<file path="src/rtl/birrd_cmd_sequencer.sv">
// Command sequencer for the BIRRD network: steps a command table one beat
// per accepted input and tracks beats through the fixed network latency.
module birrd_cmd_sequencer #(
    parameter int NUM_INPUT_DATA   = 16,
    parameter int IN_COMMAND_WIDTH = 14,
    parameter int NUM_CFG          = 8,
    parameter int LATENCY          = 2 * $clog2(NUM_INPUT_DATA) - 1,
    localparam int TOTAL_COMMAND   = (NUM_INPUT_DATA / 2) * IN_COMMAND_WIDTH,
    localparam int AW              = $clog2(NUM_CFG)
) (
    input  logic                     clk,
    input  logic                     rst_n,
    input  logic                     cfg_wr_en,
    input  logic [AW-1:0]            cfg_wr_addr,
    input  logic [TOTAL_COMMAND-1:0] cfg_wr_data,
    input  logic                     start,
    input  logic [AW-1:0]            start_idx,
    input  logic [7:0]               num_steps,
    input  logic                     in_valid,
    output logic                     in_ready,
    output logic                     net_en,
    output logic [TOTAL_COMMAND-1:0] net_cmd,
    output logic                     net_fire,
    output logic                     out_valid,
    output logic                     busy,
    output logic                     done
);

    localparam int CW = $clog2(LATENCY + 1);

    typedef enum logic [1:0] {
        IDLE,
        RUN,
        DRAIN
    } state_t;

    state_t                   state;
    logic [AW-1:0]            cur_idx;
    logic [7:0]               steps_left;
    logic [CW-1:0]            drain_cnt;
    logic [LATENCY-1:0]       pipe;
    logic [LATENCY-1:0]       pipe_d;
    logic [TOTAL_COMMAND-1:0] cmd_mem [NUM_CFG];
    logic [TOTAL_COMMAND-1:0] snap;
    logic                     snap_vld;

    assign busy     = (state != IDLE);
    assign net_en   = busy;
    assign in_ready = (state == RUN);
    assign net_fire = in_valid && in_ready;
    assign out_valid = pipe[LATENCY-1];

    // The start-cycle snapshot keeps the first beat on the pre-write entry
    // when the table is rewritten in the same cycle as start.
    assign net_cmd = !net_fire ? '0 :
                     snap_vld  ? snap : cmd_mem[cur_idx];

    if (LATENCY == 1) begin : g_pipe1
        assign pipe_d = net_fire;
    end else begin : g_pipen
        assign pipe_d = {pipe[LATENCY-2:0], net_fire};
    end

    always_ff @(posedge clk) begin
        if (cfg_wr_en) cmd_mem[cfg_wr_addr] <= cfg_wr_data;
    end

    always_ff @(posedge clk or negedge rst_n) begin
        if (!rst_n) begin
            state      <= IDLE;
            cur_idx    <= '0;
            steps_left <= '0;
            drain_cnt  <= '0;
            pipe       <= '0;
            done       <= 1'b0;
            snap       <= '0;
            snap_vld   <= 1'b0;
        end else begin
            pipe <= pipe_d;
            done <= 1'b0;
            if (net_fire || (cfg_wr_en && cfg_wr_addr == cur_idx))
                snap_vld <= 1'b0;
            unique case (state)
                IDLE: begin
                    if (start) begin
                        if (num_steps != 8'd0) begin
                            state      <= RUN;
                            cur_idx    <= start_idx;
                            steps_left <= num_steps;
                            snap       <= cmd_mem[start_idx];
                            snap_vld   <= 1'b1;
                        end else begin
                            done <= 1'b1;
                        end
                    end
                end
                RUN: begin
                    if (net_fire) begin
                        cur_idx    <= cur_idx + 1'b1;
                        steps_left <= steps_left - 8'd1;
                        if (steps_left == 8'd1) begin
                            state     <= DRAIN;
                            drain_cnt <= CW'(LATENCY - 1);
                            done      <= (LATENCY == 1);
                        end
                    end
                end
                DRAIN: begin
                    // done lands on the final beat's out_valid; IDLE follows.
                    if (drain_cnt == '0) begin
                        state <= IDLE;
                    end else begin
                        if (drain_cnt == CW'(1)) done <= 1'b1;
                        drain_cnt <= drain_cnt - 1'b1;
                    end
                end
                default: state <= IDLE;
            endcase
        end
    end

endmodule

</file>
<file path="config.mk">
export PLATFORM = sky130hd
export DESIGN_NAME = birrd_cmd_sequencer
export DESIGN_NICKNAME = d
export VERILOG_FILES = /design/src/rtl/birrd_cmd_sequencer.sv
export SDC_FILE = /design/constraint.sdc
export NUM_CORES = 1
export LEC_CHECK = 0
export ABC_AREA = 0
export CAP_MARGIN = 20
export CORE_MARGIN = 2
export CORE_UTILIZATION = 40
export DETAILED_ROUTE_END_ITERATION = 12
export PLACE_DENSITY = 0.65
export RECOVER_POWER = 25
export SLEW_MARGIN = 25
export SYNTH_ARGS = -nofsm -noshare
export SYNTH_HDL_FRONTEND = slang
export SYNTH_SLANG_ARGS = --single-unit
</file>
<file path="constraint.sdc">
create_clock -name clk -period 2.1 [get_ports clk]
set_input_delay 0.315 -clock clk [delete_from_list [all_inputs] [get_ports clk]]
set_output_delay 0.315 -clock clk [all_outputs]
set_load 0.05 [all_outputs]
</file>
==> out/metrics.yaml, run 1 <==
status: "finished with violations"
violations: "setup timing"
clkLatencyLatePin_ps: 720
p_leak_nw: 22.4
r2r_cells: 7
routedWlPerCell_microns: 27.1
synth_cells: 2940
fp.dieW_microns: 346
critical_path_class: "reg -> out"
synth_seq_area_share: 0.649
clk_transition_reported_paths_ps: 60
grt_pass1_vias: 30630
grt_first_pass_wirelength_microns: 200000
synth_edf_count: 896
numCtsBuffers: 108
drt-initial-drc-count: 2744
io_buffers: 248
layout_worst_path_cycle_share: 1.46
synth_area_leaders: "edfxtp_1 (58%), mux4_2 (11%), mux2i_1 (9.6%)"
final_common_cell: "edfxtp_1"
htree_levels: 3
setup_viol: 113
layout_common_cells: "edfxtp_1 (896), mux2i_1 (449), buf_12 (258)"
hpwl_microns: 85400
fin_skew_ps: 36.2
area_growth_pct: 33.4
timing.slew.headroom: 0.0632
ant_nets: 0
stdcell_area_sq_um: 62400
synth_top_area_cell: "edfxtp_1"
rsz0062_at_grt: "yes"
tritoncts: "yes"
ys_warn_count: 0
synth_cell_types: 47
synth_flop_cell: "edfxtp_1"
rows: 125
powerDensity_nw_per_um2: 1280
dieArea_sq_um: 120000
start_util: 0.403
min_path_type: "in -> reg"
synth_seq_cells: 1033
place_congestion: 0.811
grt_max_degree: 74
avgSynthCellArea_sq_um: 15.9
clock-sinks: 1033
die_y_microns: 346
period_needed_ps: 3070
io_pins: 249
startpoint: "cur_idx[0]"
final_nets: 3566
remaining_drc_errors: 0
grt-ovfl-total: 0
cts_buffer_depth: 3
drv_slew: 0
fmax_mhz: 326
synthArstFlopShare: 0.133
synthesis.area_sq_um: 46800
grtUsageTotal: 0.224
dpl_cell_area_sq_um: 56700
yosys.area.top_type_share: 0.575
peakVddDrop_uv: 1120
design.core.area_sq_um: 116000
fillCellCount: 9137
syn_nets: 3077
crit_end: "net_cmd[15]"
required_ps: 1780
worstPathArrival_ps: 2750
reg2reg_from: "state[0]"
vias: 29716
cap_violations: 0
critPathLaunchType: "flop"
final_hold_viol_count: 0
antenna_found_initial: 22
critical_path.endpoint_type: "primary output"
utilization: 0.538
root_buffer: "clkbuf_16"
worstMarginPinSlew_ps: 1410
r2r_slack_ps: 100
layout-drive-gt1-share: 0.317
regToRegEndpoint: "snap[100]"
wl_microns: 137000
worst_slack_ps: -966
drtPass1Iterations: 5
crit_fanout: 5
viasPerCell: 5.88
## power by group
group	switching [W]	internal [W]	total, W
Combinational	0.0186	0.0172	0.0358
Clock	0.00821	0.0107	0.0189
Sequential	0.00102	0.0242	0.0252
## worst max-delay path, stage by stage, from the launching register on
cell and delay (ps):
dfrtp_4 540, buf_12 160, clkbuf_16 160, buf_8 130, clkbuf_16 160, mux4_2 380
o22ai_4 90, nor3_4 240, buf_12 170
## sequential cells by signal (all words and copies together), names as in the netlist
register    flops
cmd_mem       896
done            1
steps_left      8
snap          112
drain_cnt       3
snap_vld        1
pipe            7
cur_idx         3
state           2
## cells by family (layout without fill, tap and decap cells)
| logic type | count (synthesis) | in the layout | synth area share |
|---|---|---|---|
| other | 0 | 6 | 0 |
| buffers and inverters | 234 | 816 | 0.0249 |
| and+or+nand+nor | 624 | 624 | 0.0646 |
| AOI/OAI and AO/OA | 367 | 367 | 0.0555 |
| xor gates and xnor gates | 3 | 3 | 0.000562 |
| DFF | 1033 | 1033 | 0.649 |
| adders and majority gates | 6 | 6 | 0.00161 |
| muxes | 673 | 673 | 0.204 |
## final cells by class
| cell class | instances | area, sq um | area share |
|---|---|---|---|
| clock buffer | 141 | 2880 | 0.0461 |
| clock inverter | 62 | 616 | 0.00987 |
| inverter | 7 | 32.5 | 0.000522 |
| tap | 1524 | 1910 | 0.0306 |
| sequential | 1033 | 30300 | 0.486 |
| multi-input combinational | 1673 | 17900 | 0.286 |
| antenna | 6 | 15.0 | 0.000241 |
| timing repair buffer | 606 | 8730 | 0.140 |
## metrics by stage
stage	worst slack, ps	cells	power [W]	hold slack (ps)	setup TNS [ps]
floorplan	-1540	2940	0.0435	19.4	-625050
global placement	-268	4792	0.0557	303	-20050
detailed placement	-292	4792	0.0560	302	-20280
CTS	-982	5024	0.0781	87.2	-98640
global route	-1030	5051	0.0829	315	-104020
finish	-966	5052	0.0800	322	-95110
## what timing repair did
| action | 4_1_cts | 5_1_grt |
|---|---|---|
| setup endpoints to repair | 118 | 116 |
| hold endpoints to repair | 113 | 0 |
| resized for setup | 179 | 84 |
| hold buffers | 1 | 0 |
| setup buffers | 25 | 16 |
| cloned | 4 | 14 |
| pin swaps | 27 | 65 |
## per-layer routing
metal  GRT usage  part of all wire  up-vias  wire (microns)
met5           0           0.00043        -              59
met4      0.0729             0.025       10            3470
met3      0.0298             0.064      204            8770
met2       0.386              0.51     1143           69800
met1       0.293              0.40    15528           55000
li1            -                 -    12831               -
## how the worst min path moves through the flow
stage                             from             to  cells past startpoint
after floorplan                  rst_n     cur_idx[0]                      0
after global placement           rst_n       snap[30]                      1
after detailed placement         rst_n       snap[30]                      1
after CTS                        rst_n       snap[30]                      2
after global routing      num_steps[2]  steps_left[2]                      3
final                     start_idx[0]       snap[37]                      6
## Yosys cell counts, types with 8 or more instances
| master | number |
|---|---|
| edfxtp_1 | 896 |
| mux2i_1 | 449 |
| nand2_1 | 235 |
| a22oi_1 | 225 |
| mux4_2 | 221 |
| dfrtp_1 | 137 |
| nand3_1 | 119 |
| nor3_1 | 116 |
| nor2b_1 | 115 |
| o22ai_1 | 114 |
| buf_2 | 113 |
| clkbuf_1 | 77 |
| buf_4 | 20 |
| nor2_1 | 15 |
| buf_1 | 10 |
| o21ai_0 | 8 |
No activity file was read; power rests on OpenSTA's default activity.
==> run 2, diff against run 1 <==
Settings changed: HOLD_SLACK_MARGIN from default to 0.06, RECOVER_POWER 25 to default.
==> run 2 against run 1 <==
  * The run still ends with setup timing left
  * Fmax about the same
  * First-iteration DRC count down 1.5%
  * Clock skew fell by 2.7 ps
  * Register-to-register slack worse by 20 ps
  * Sequential share of layout area is essentially flat
  * Core utilization is essentially flat
  * Cell count stayed put
  * Power about the same
  * Via count barely moved
  * Combinational power is essentially flat
  * Critical path type unchanged
  * Largest cell class unchanged
  * Largest power group unchanged
  * Highest routed layer unchanged
==> out/metrics.yaml, run 2 (same netlist as run 1, synthesis figures left out) <==
status: "finished with violations"
violations: "setup timing"
design.core.area_sq_um: 116000  # unchanged
fmax_mhz: 326  # about the same
drt-initial-drc-count: 2703  # -1.5%
drv_slew: 0  # unchanged
root_buffer: "clkbuf_16"
clock-sinks: 1033  # unchanged
stdcell_area_sq_um: 62400  # about the same
crit_buf_inv: 5  # unchanged
worstPathArrival_ps: 2750  # about the same
grt_pass1_vias: 30630  # unchanged
final_hold_viol_count: 0  # unchanged
setup_viol: 113  # unchanged
timing.hold.ws_ps: 103  # -218 ps
register_area_sq_um: 30300  # unchanged
crit_chain: "buf_12, clkbuf_16, buf_8, clkbuf_16, mux4_2, o22ai_4, nor3_4, buf_12"
period_needed_ps: 3060  # -1.79 ps
utilization: 0.538  # about the same
hpwl_microns: 85400  # unchanged
dieArea_sq_um: 120000  # unchanged
largest_register_ffs: 896  # unchanged
clkLatencyLatePin_ps: 720  # about the same
critical_path_class: "reg -> out"
io_buffers: 248  # unchanged
reg2reg_from: "state[0]"
r2r_cells: 7  # unchanged
timing.slew.headroom: 0.528  # +0.465
grtUsageTotal: 0.224  # unchanged
fp.dieW_microns: 346  # unchanged
grt_max_degree: 74  # unchanged
peakVddDrop_uv: 1120  # -0.34%
fin_skew_ps: 33.5  # -2.68 ps
final_common_cell: "edfxtp_1"
viasPerCell: 5.88  # about the same
area_growth_pct: 33.4  # about the same
io_pins: 249  # unchanged
ant_nets: 0  # unchanged
crit_family: "buffers and inverters"
cts_buffer_depth: 3  # unchanged
rsz0062_at_grt: "yes"
regMostFlops: "cmd_mem"
remaining_drc_errors: 0  # unchanged
r2r_slack_ps: 80  # -20 ps
critical_path.endpoint_type: "primary output"
tritoncts: "yes"
fin_cells: 5052  # unchanged
crit_fanout: 5  # unchanged
numCtsBuffers: 108  # unchanged
clk_transition_reported_paths_ps: 60  # about the same
grt_first_pass_wirelength_microns: 200000  # unchanged
antenna_found_initial: 10  # -55%
cap_violations: 0  # unchanged
drtPass1Iterations: 5  # unchanged
finalSetupTns_ps: -95020  # +88.7 ps
multi_input_area_sq_um: 17900  # unchanged
startpoint: "cur_idx[0]"
rows: 125  # unchanged
slowest_delay_ps: 540  # about the same
die_y_microns: 346  # unchanged
worst_slack_ps: -964  # +1.79 ps
htree_levels: 3  # unchanged
powerDensity_nw_per_um2: 1280  # about the same
layout_worst_path_cycle_share: 1.46  # about the same
min_path_type: "in -> async"
worstMarginPinSlew_ps: 701  # -704 ps
grt-ovfl-total: 0  # unchanged
p_leak_nw: 22.4  # about the same
cp_slowest_cell: "dfrtp_4"
layout-drive-gt1-share: 0.317  # unchanged
critPathLaunchType: "flop"
post-place-cells: 4792  # unchanged
required_ps: 1780  # about the same
regToRegEndpoint: "snap[100]"
layout_common_cells: "edfxtp_1 (896), mux2i_1 (449), buf_12 (258)"
dpl_cell_area_sq_um: 56700  # unchanged
crit_end: "net_cmd[15]"
place_congestion: 0.811  # unchanged
routedWlPerCell_microns: 27.1  # about the same
final_nets: 3566  # unchanged
start_util: 0.403  # unchanged
crit_cells: 8  # unchanged
top_regs: "cmd_mem x896, snap x112, steps_left x8"
vias: 29696  # -0.067%
fillCellCount: 9136  # -0.011%
wl_microns: 137000  # about the same
run 2: worst min-delay path by stage:
stage | startpoint | to | slack [ps] | cells past startpoint
2_1_floorplan | rst_n | cur_idx[0] | 20 | 0
3_3_place_gp | rst_n | snap[30] | 300 | 1
3_5_place_dp | rst_n | snap[30] | 300 | 1
4_1_cts | rst_n | snap[30] | 90 | 2
5_1_grt | rst_n | snap[30] | 120 | 2
6_report | rst_n | snap[30] | 100 | 2
run 2: cell type report:
class	count	share of cell area
Clock inverter	62	0.00987
Tap cell	1524	0.0306
Antenna cell	6	0.000241
Clock buffer	141	0.0461
Timing Repair Buffer	606	0.140
Sequential cell	1033	0.486
Multi-Input combinational cell	1673	0.286
Inverter	7	0.000521
run 2: metal layers:
layer  GRT usage  share of wire
met3      0.0298          0.061
met2       0.386           0.51
met5           0        0.00029
met4      0.0729          0.024
met1       0.293           0.40
run 2: stage by stage:
stage / setup slack, ps / total power (W)
after floorplan: -1540 / 0.0435
after global placement: -268 / 0.0557
after detailed placement: -292 / 0.0560
after CTS: -982 / 0.0781
after global routing: -1030 / 0.0829
final: -964 / 0.0799
run 2: power by group:
part / leakage [nW] / internal [W] / switching [W]
registers: 9.80 / 0.0242 / 0.00102
logic: 10.9 / 0.0173 / 0.0186
clock network: 1.68 / 0.0107 / 0.00819
total: 22.4 / 0.0522 / 0.0278
run 2: what timing repair did:
item,CTS,global route
setup endpoints to repair,118,116
hold endpoints to repair,121,0
cloned,4,14
buffers inserted,25,16
pin swaps,27,65
hold buffers,1,0
gates resized for setup,179,84
